`config.mk`:
```
export PLATFORM = sky130hd
export DESIGN_NAME = ram_bus_arbiter
export DESIGN_NICKNAME = d
export VERILOG_FILES = /design/src/rtl/ram_bus_arbiter.sv
export SDC_FILE = /design/constraint.sdc
export NUM_CORES = 1
export LEC_CHECK = 0
export ABC_AREA = 1
export CORE_AREA = 2 2 75 77
export DETAILED_ROUTE_END_ITERATION = 10
export DIE_AREA = 0 0 77 79
export PLACE_DENSITY = 0.86
export RECOVER_POWER = 100
export SLEW_MARGIN = 0
export SYNTH_ARGS = -nofsm -noshare
export SYNTH_HDL_FRONTEND = slang
export SYNTH_SLANG_ARGS = --single-unit
```
`constraint.sdc`:
```
create_clock -name clk -period 1.9 [get_ports clk]
set_input_delay 0.38 -clock clk [delete_from_list [all_inputs] [get_ports clk]]
set_output_delay 0.38 -clock clk [all_outputs]
set_load 0.02 [all_outputs]
```
`src/rtl/ram_bus_arbiter.sv`:
```
// Two-master arbiter for the single-port synchronous data RAM: the CPU has fixed priority,
// and a starvation counter forces a DMA grant. Only one access is in flight at a time.
module ram_bus_arbiter #(
    parameter int ADDR_WIDTH   = 16,
    parameter int DATA_WIDTH   = 8,
    parameter int STARVE_LIMIT = 4
) (
    input  logic                  clk,
    input  logic                  reset,
    // CPU requester
    input  logic                  cpu_req,
    input  logic                  cpu_we,
    input  logic [ADDR_WIDTH-1:0] cpu_addr,
    input  logic [DATA_WIDTH-1:0] cpu_wdata,
    output logic                  cpu_gnt,
    output logic                  cpu_rvalid,
    output logic [DATA_WIDTH-1:0] cpu_rdata,
    // DMA requester
    input  logic                  dma_req,
    input  logic                  dma_we,
    input  logic [ADDR_WIDTH-1:0] dma_addr,
    input  logic [DATA_WIDTH-1:0] dma_wdata,
    output logic                  dma_gnt,
    output logic                  dma_rvalid,
    output logic [DATA_WIDTH-1:0] dma_rdata,
    // RAM side
    output logic                  mem_en,
    output logic                  mem_we,
    output logic [ADDR_WIDTH-1:0] mem_addr,
    output logic [DATA_WIDTH-1:0] mem_wdata,
    input  logic [DATA_WIDTH-1:0] mem_rdata,
    output logic                  owner_o
);

    localparam int CNT_W = 4;
    localparam logic [CNT_W-1:0] STARVE_MAX = CNT_W'(STARVE_LIMIT);

    typedef enum logic [1:0] {
        ST_IDLE   = 2'd0,
        ST_ACCESS = 2'd1,
        ST_RESP   = 2'd2
    } state_t;

    state_t state_q, state_d;

    // Requester index 0 is the CPU, index 1 is the DMA engine.
    logic [1:0]            req_vec;
    logic [1:0]            we_vec;
    logic [ADDR_WIDTH-1:0] addr_vec  [2];
    logic [DATA_WIDTH-1:0] wdata_vec [2];

    assign req_vec      = {dma_req, cpu_req};
    assign we_vec       = {dma_we, cpu_we};
    assign addr_vec[0]  = cpu_addr;
    assign addr_vec[1]  = dma_addr;
    assign wdata_vec[0] = cpu_wdata;
    assign wdata_vec[1] = dma_wdata;

    logic                  mem_en_q,    mem_en_d;
    logic                  mem_we_q,    mem_we_d;
    logic [ADDR_WIDTH-1:0] mem_addr_q,  mem_addr_d;
    logic [DATA_WIDTH-1:0] mem_wdata_q, mem_wdata_d;
    logic                  owner_q,     owner_d;
    logic [1:0]            gnt_q,       gnt_d;
    logic [1:0]            rvalid_q,    rvalid_d;
    logic [CNT_W-1:0]      starve_cnt_q, starve_cnt_d;

    logic arb_edge;
    logic starve_full;
    logic dma_win;
    logic cpu_win;
    logic win_idx;
    logic access_read;

    // ------------------------------------------------------------------
    // State register
    // ------------------------------------------------------------------
    always_ff @(posedge clk) begin
        if (reset) begin
            state_q <= ST_IDLE;
        end else begin
            state_q <= state_d;
        end
    end

    // ------------------------------------------------------------------
    // Next-state logic
    // ------------------------------------------------------------------
    always_comb begin
        state_d = state_q;
        unique case (state_q)
            ST_IDLE:   if (|req_vec) state_d = ST_ACCESS;
            ST_ACCESS: state_d = ST_RESP;
            ST_RESP:   state_d = (|req_vec) ? ST_ACCESS : ST_IDLE;
            default:   state_d = ST_IDLE;
        endcase
    end

    // ------------------------------------------------------------------
    // Arbitration: evaluated on every edge leaving IDLE or RESP
    // ------------------------------------------------------------------
    always_comb begin
        arb_edge    = (state_q == ST_IDLE) || (state_q == ST_RESP);
        starve_full = (starve_cnt_q == STARVE_MAX);
        dma_win     = arb_edge && dma_req && (!cpu_req || starve_full);
        cpu_win     = arb_edge && cpu_req && !dma_win;
        win_idx     = dma_win;
    end

    // ------------------------------------------------------------------
    // Output / datapath next values
    // ------------------------------------------------------------------
    always_comb begin
        mem_en_d    = 1'b0;
        mem_we_d    = mem_we_q;
        mem_addr_d  = mem_addr_q;
        mem_wdata_d = mem_wdata_q;
        owner_d     = owner_q;
        gnt_d       = 2'b00;
        if (cpu_win || dma_win) begin
            mem_en_d    = 1'b1;
            mem_we_d    = we_vec[win_idx];
            mem_addr_d  = addr_vec[win_idx];
            mem_wdata_d = wdata_vec[win_idx];
            owner_d     = win_idx;
            gnt_d       = {dma_win, cpu_win};
        end
    end

    // Read data arrives the cycle after ACCESS, so rvalid is registered off the ACCESS state.
    assign access_read = (state_q == ST_ACCESS) && !mem_we_q;

    for (genvar gi = 0; gi < 2; gi++) begin : g_rvalid
        assign rvalid_d[gi] = access_read && (owner_q == 1'(gi));
    end

    always_comb begin
        starve_cnt_d = starve_cnt_q;
        if (arb_edge) begin
            if (dma_win || !dma_req) begin
                starve_cnt_d = '0;
            end else if (cpu_win && !starve_full) begin
                starve_cnt_d = starve_cnt_q + 1'b1;
            end
        end
    end

    // ------------------------------------------------------------------
    // Datapath registers
    // ------------------------------------------------------------------
    always_ff @(posedge clk) begin
        if (reset) begin
            mem_en_q     <= 1'b0;
            mem_we_q     <= 1'b0;
            mem_addr_q   <= '0;
            mem_wdata_q  <= '0;
            owner_q      <= 1'b0;
            gnt_q        <= 2'b00;
            rvalid_q     <= 2'b00;
            starve_cnt_q <= '0;
        end else begin
            mem_en_q     <= mem_en_d;
            mem_we_q     <= mem_we_d;
            mem_addr_q   <= mem_addr_d;
            mem_wdata_q  <= mem_wdata_d;
            owner_q      <= owner_d;
            gnt_q        <= gnt_d;
            rvalid_q     <= rvalid_d;
            starve_cnt_q <= starve_cnt_d;
        end
    end

    assign mem_en     = mem_en_q;
    assign mem_we     = mem_we_q;
    assign mem_addr   = mem_addr_q;
    assign mem_wdata  = mem_wdata_q;
    assign owner_o    = owner_q;
    assign cpu_gnt    = gnt_q[0];
    assign dma_gnt    = gnt_q[1];
    assign cpu_rvalid = rvalid_q[0];
    assign dma_rvalid = rvalid_q[1];
    assign cpu_rdata  = mem_rdata;
    assign dma_rdata  = mem_rdata;

endmodule

```
==> run summary <==
Origin of the critical flop-to-flop path = starve_cnt_q[0]
CTS tree = done
First DRT Iteration DRCs = 162
Pin count of the biggest net entering global routing = 31
Cell breakdown of the critical path = dlygate4sd3_1
Die Footprint = 6083 um2
Worst hold slack = 0.4224 ns
Count of cell instances traversed by the critical path = 1
Share of cells above drive strength 1 = 0.05085
Power, Total = 1.882 mW
Synth unique cells = 23
Synthesis warning total = 0
Max-slew violation count = 0
Worst R2R End = mem_wdata[2]
Cell count after synthesis = 286
Initial antenna violation count = 0
I/O pin total = 109
Number of buffers inserted by hold repair at cts = 0
Vias per cell = 4.831
Worst Setup Slack, final = 0.1506 ns
Count of cells along the worst register-to-register path = 8
Crit path buffers/inverters = 1
Kind of critical path = flop to output pin
CTS clock-pin slew for the worst setup and hold paths = 0.07 ns
Number of gates given a new drive strength after cts = 0
Placeable core region = 5338 um2
Sequential cell area = 740.7 um2
Diode count = 0
Number of buffers added for setup after CTS = 0
Die boundary height = 79 um
Die width = 77 um
Antenna violation net count after detailed routing = 0
Effective utilization at floorplan = 0.3744
Crit share post-route = 0.9207
Total grt overflow = 0
Critical Path Start = mem_we
Worst-case headroom to the max-slew limit = 0.5788
Number of nets in the final layout = 417
Post-route DRC = 0
Reg-to-reg slack, setup = 0.29 ns
Latest clock arrival within the worst-skew pair = 0.29 ns
Num CTS Buffers = 5
Count of port buffers added during placement = 84
Accumulated negative setup slack = 0 ns
Top fanout value on the critical path = 3
Worst Clk Skew = 0.006285 ns
Syn Std Cell Area = 1998 um2
Mean Syn Cell Area = 6.987 um2
Top-count cell post-synth = sky130_fd_sc_hd__nand3_1
Fraction of the yosys area taken by sequential cells = 0.3707
Data required time of the worst path = 1.52 ns
Pre-CTS worst setup slack = 0.04000 ns
Cell Pwr Density = 670.1 nW/um2
Slew at the pin with the worst max-slew slack = 0.6303 ns
Wire length after detailed routing = 5262 um
Clock net sink count = 37
Area of all placed cells without fillers = 2809 um2
Sort of element at the start of the critical path = flop
Final min period = 1.749 ns
Arrival time of the worst setup path = 1.37 ns
Root buffer selected by CTS = sky130_fd_sc_hd__clkbuf_8
Number of max-capacitance violations reported = 0
Run status = completed
Count of cells along the worst hold path = 1
Layout filler cell count = 541
Global-route wire length before repair = 8728 um
Final setup vio count = 0
Average wire length per cell after detail routing = 12.35 um
Most frequently used flop master after synthesis = sky130_fd_sc_hd__dfxtp_1
Commonest cells in the synthesized netlist = 80 x sky130_fd_sc_hd__nand3_1, 56 x sky130_fd_sc_hd__inv_1, 54 x sky130_fd_sc_hd__nand2_1, 37 x sky130_fd_sc_hd__dfxtp_1, 17 x sky130_fd_sc_hd__buf_4
Endpoint of the most critical setup path = mem_we
Leakage = 1.449 nW
Unrepaired setup endpoints after global routing = no
Async set or reset register ratio after synthesis = 0
Largest incremental delay on the critical path = 0.70 ns
Placement row count = 27
Number of global-route vias before repair = 2003
H-tree depth reported by CTS = 2
Leading area contributor after synthesis = sky130_fd_sc_hd__dfxtp_1
Maximum vdd drop = 0.0002697 V
Router iterations before antenna repair = 5
Number of flops mapped to enable cells by yosys = 0
Total placed instance area = 2751 um2
Number of vias after detailed routing = 2058
Hold Fails Final Rpt = 0
Gr usage total = 0.1778
Synthesized net count = 350
Synth top area share = 0.3707
CTS Buffer Depth = 2
Detail Placement HPWL = 3777 um
Fmax = 0.5716 GHz
Endpoint class of the critical path = output pin
Multi-input gate area = 775.7 um2
Crit path max-delay cell type = sky130_fd_sc_hd__dlygate4sd3_1
Cells taking the most area after synthesis = sky130_fd_sc_hd__dfxtp_1 37%, sky130_fd_sc_hd__nand3_1 20%, sky130_fd_sc_hd__inv_1 11%, sky130_fd_sc_hd__nand2_1 10%, sky130_fd_sc_hd__buf_4 6.4%
Routability-driven placement congestion ratio = 0.7564
Type of the worst min-delay path = flop to flop
Synth-to-Final Area Change = 40.58%
Crit path max-delay family = buffers and inverters
Seq cells post-synth = 37
sequential cells by signal, indices dropped and copies added, names as in the netlist:
| register | count |
|---|---|
| mem_addr | 16 |
| gnt_q | 2 |
| mem_we | 1 |
| state_q | 2 |
| rvalid_q | 2 |
| owner_o | 1 |
| mem_en | 1 |
| starve_cnt_q | 4 |
| mem_wdata | 8 |
worst min path at each step:
stage                     startpoint          to  slack [ns]
final                     state_q[1]  state_q[1]        0.42
after global routing      state_q[1]  state_q[1]        0.44
after CTS                 state_q[1]  state_q[1]        0.42
after detailed placement  state_q[1]  state_q[1]        0.41
after global placement    state_q[1]  state_q[1]        0.40
after floorplan           state_q[1]  state_q[1]        0.39
through the flow:
step	instances	util
6_report	426	0.5263
5_1_grt	426	0.5263
4_1_cts	426	0.5309
3_5_place_dp	418	0.5155
3_3_place_gp	418	0.5155
2_1_floorplan	286	-
kinds of logic after synthesis:
logic type	after synthesis	share of synthesized area
fa+ha+maj	2	0.01252
simple gates	150	0.3601
flops	37	0.3707
compound gates	9	0.02818
buf+inv	88	0.2285
layout by cell type (no fill, tap or decap):
master,netlist,layout
sky130_fd_sc_hd__a21oi_1,5,5
sky130_fd_sc_hd__buf_12,0,1
sky130_fd_sc_hd__buf_4,17,6
sky130_fd_sc_hd__clkbuf_1,2,1
sky130_fd_sc_hd__clkbuf_8,0,5
sky130_fd_sc_hd__clkdlybuf4s50_1,0,51
sky130_fd_sc_hd__clkinv_2,0,2
sky130_fd_sc_hd__dfxtp_1,37,37
sky130_fd_sc_hd__dlygate4sd3_1,0,33
sky130_fd_sc_hd__ha_1,2,2
sky130_fd_sc_hd__inv_1,56,57
sky130_fd_sc_hd__nand2_1,54,54
sky130_fd_sc_hd__nand2_4,2,2
sky130_fd_sc_hd__nand3_1,80,81
sky130_fd_sc_hd__nand3b_1,1,1
sky130_fd_sc_hd__nand4_1,1,1
sky130_fd_sc_hd__nor2_1,6,6
sky130_fd_sc_hd__nor2_4,1,2
sky130_fd_sc_hd__nor3_1,2,2
sky130_fd_sc_hd__o21ai_0,3,3
sky130_fd_sc_hd__o21ai_1,0,1
sky130_fd_sc_hd__or3_1,1,1
cell type report:
type                       instances  share of cell area
timing repair buffer              91              0.3225
multi-input combinational        161              0.2762
sequential                        37              0.2637
inverter                          57             0.07617
tap                               72             0.03207
clock buffer                       6             0.02584
clock inverter                     2            0.003563
where the power goes:
group          internal [mW]  switching (mW)
combinational          0.234           0.251
clock                  0.254           0.271
sequential             0.835          0.0362
total                   1.32           0.559
metal layers:
| metal | track usage | wire [um] | vias up |
|---|---|---|---|
| li1 | - | - | 1009 |
| met1 | 0.2027 | 2136 | 944 |
| met2 | 0.3175 | 2648 | 94 |
| met3 | 0.04091 | 377 | 11 |
| met4 | 0.08036 | 99 | 0 |
| met5 | 0 | 0 | - |
(Power assumes the default switching activity.)
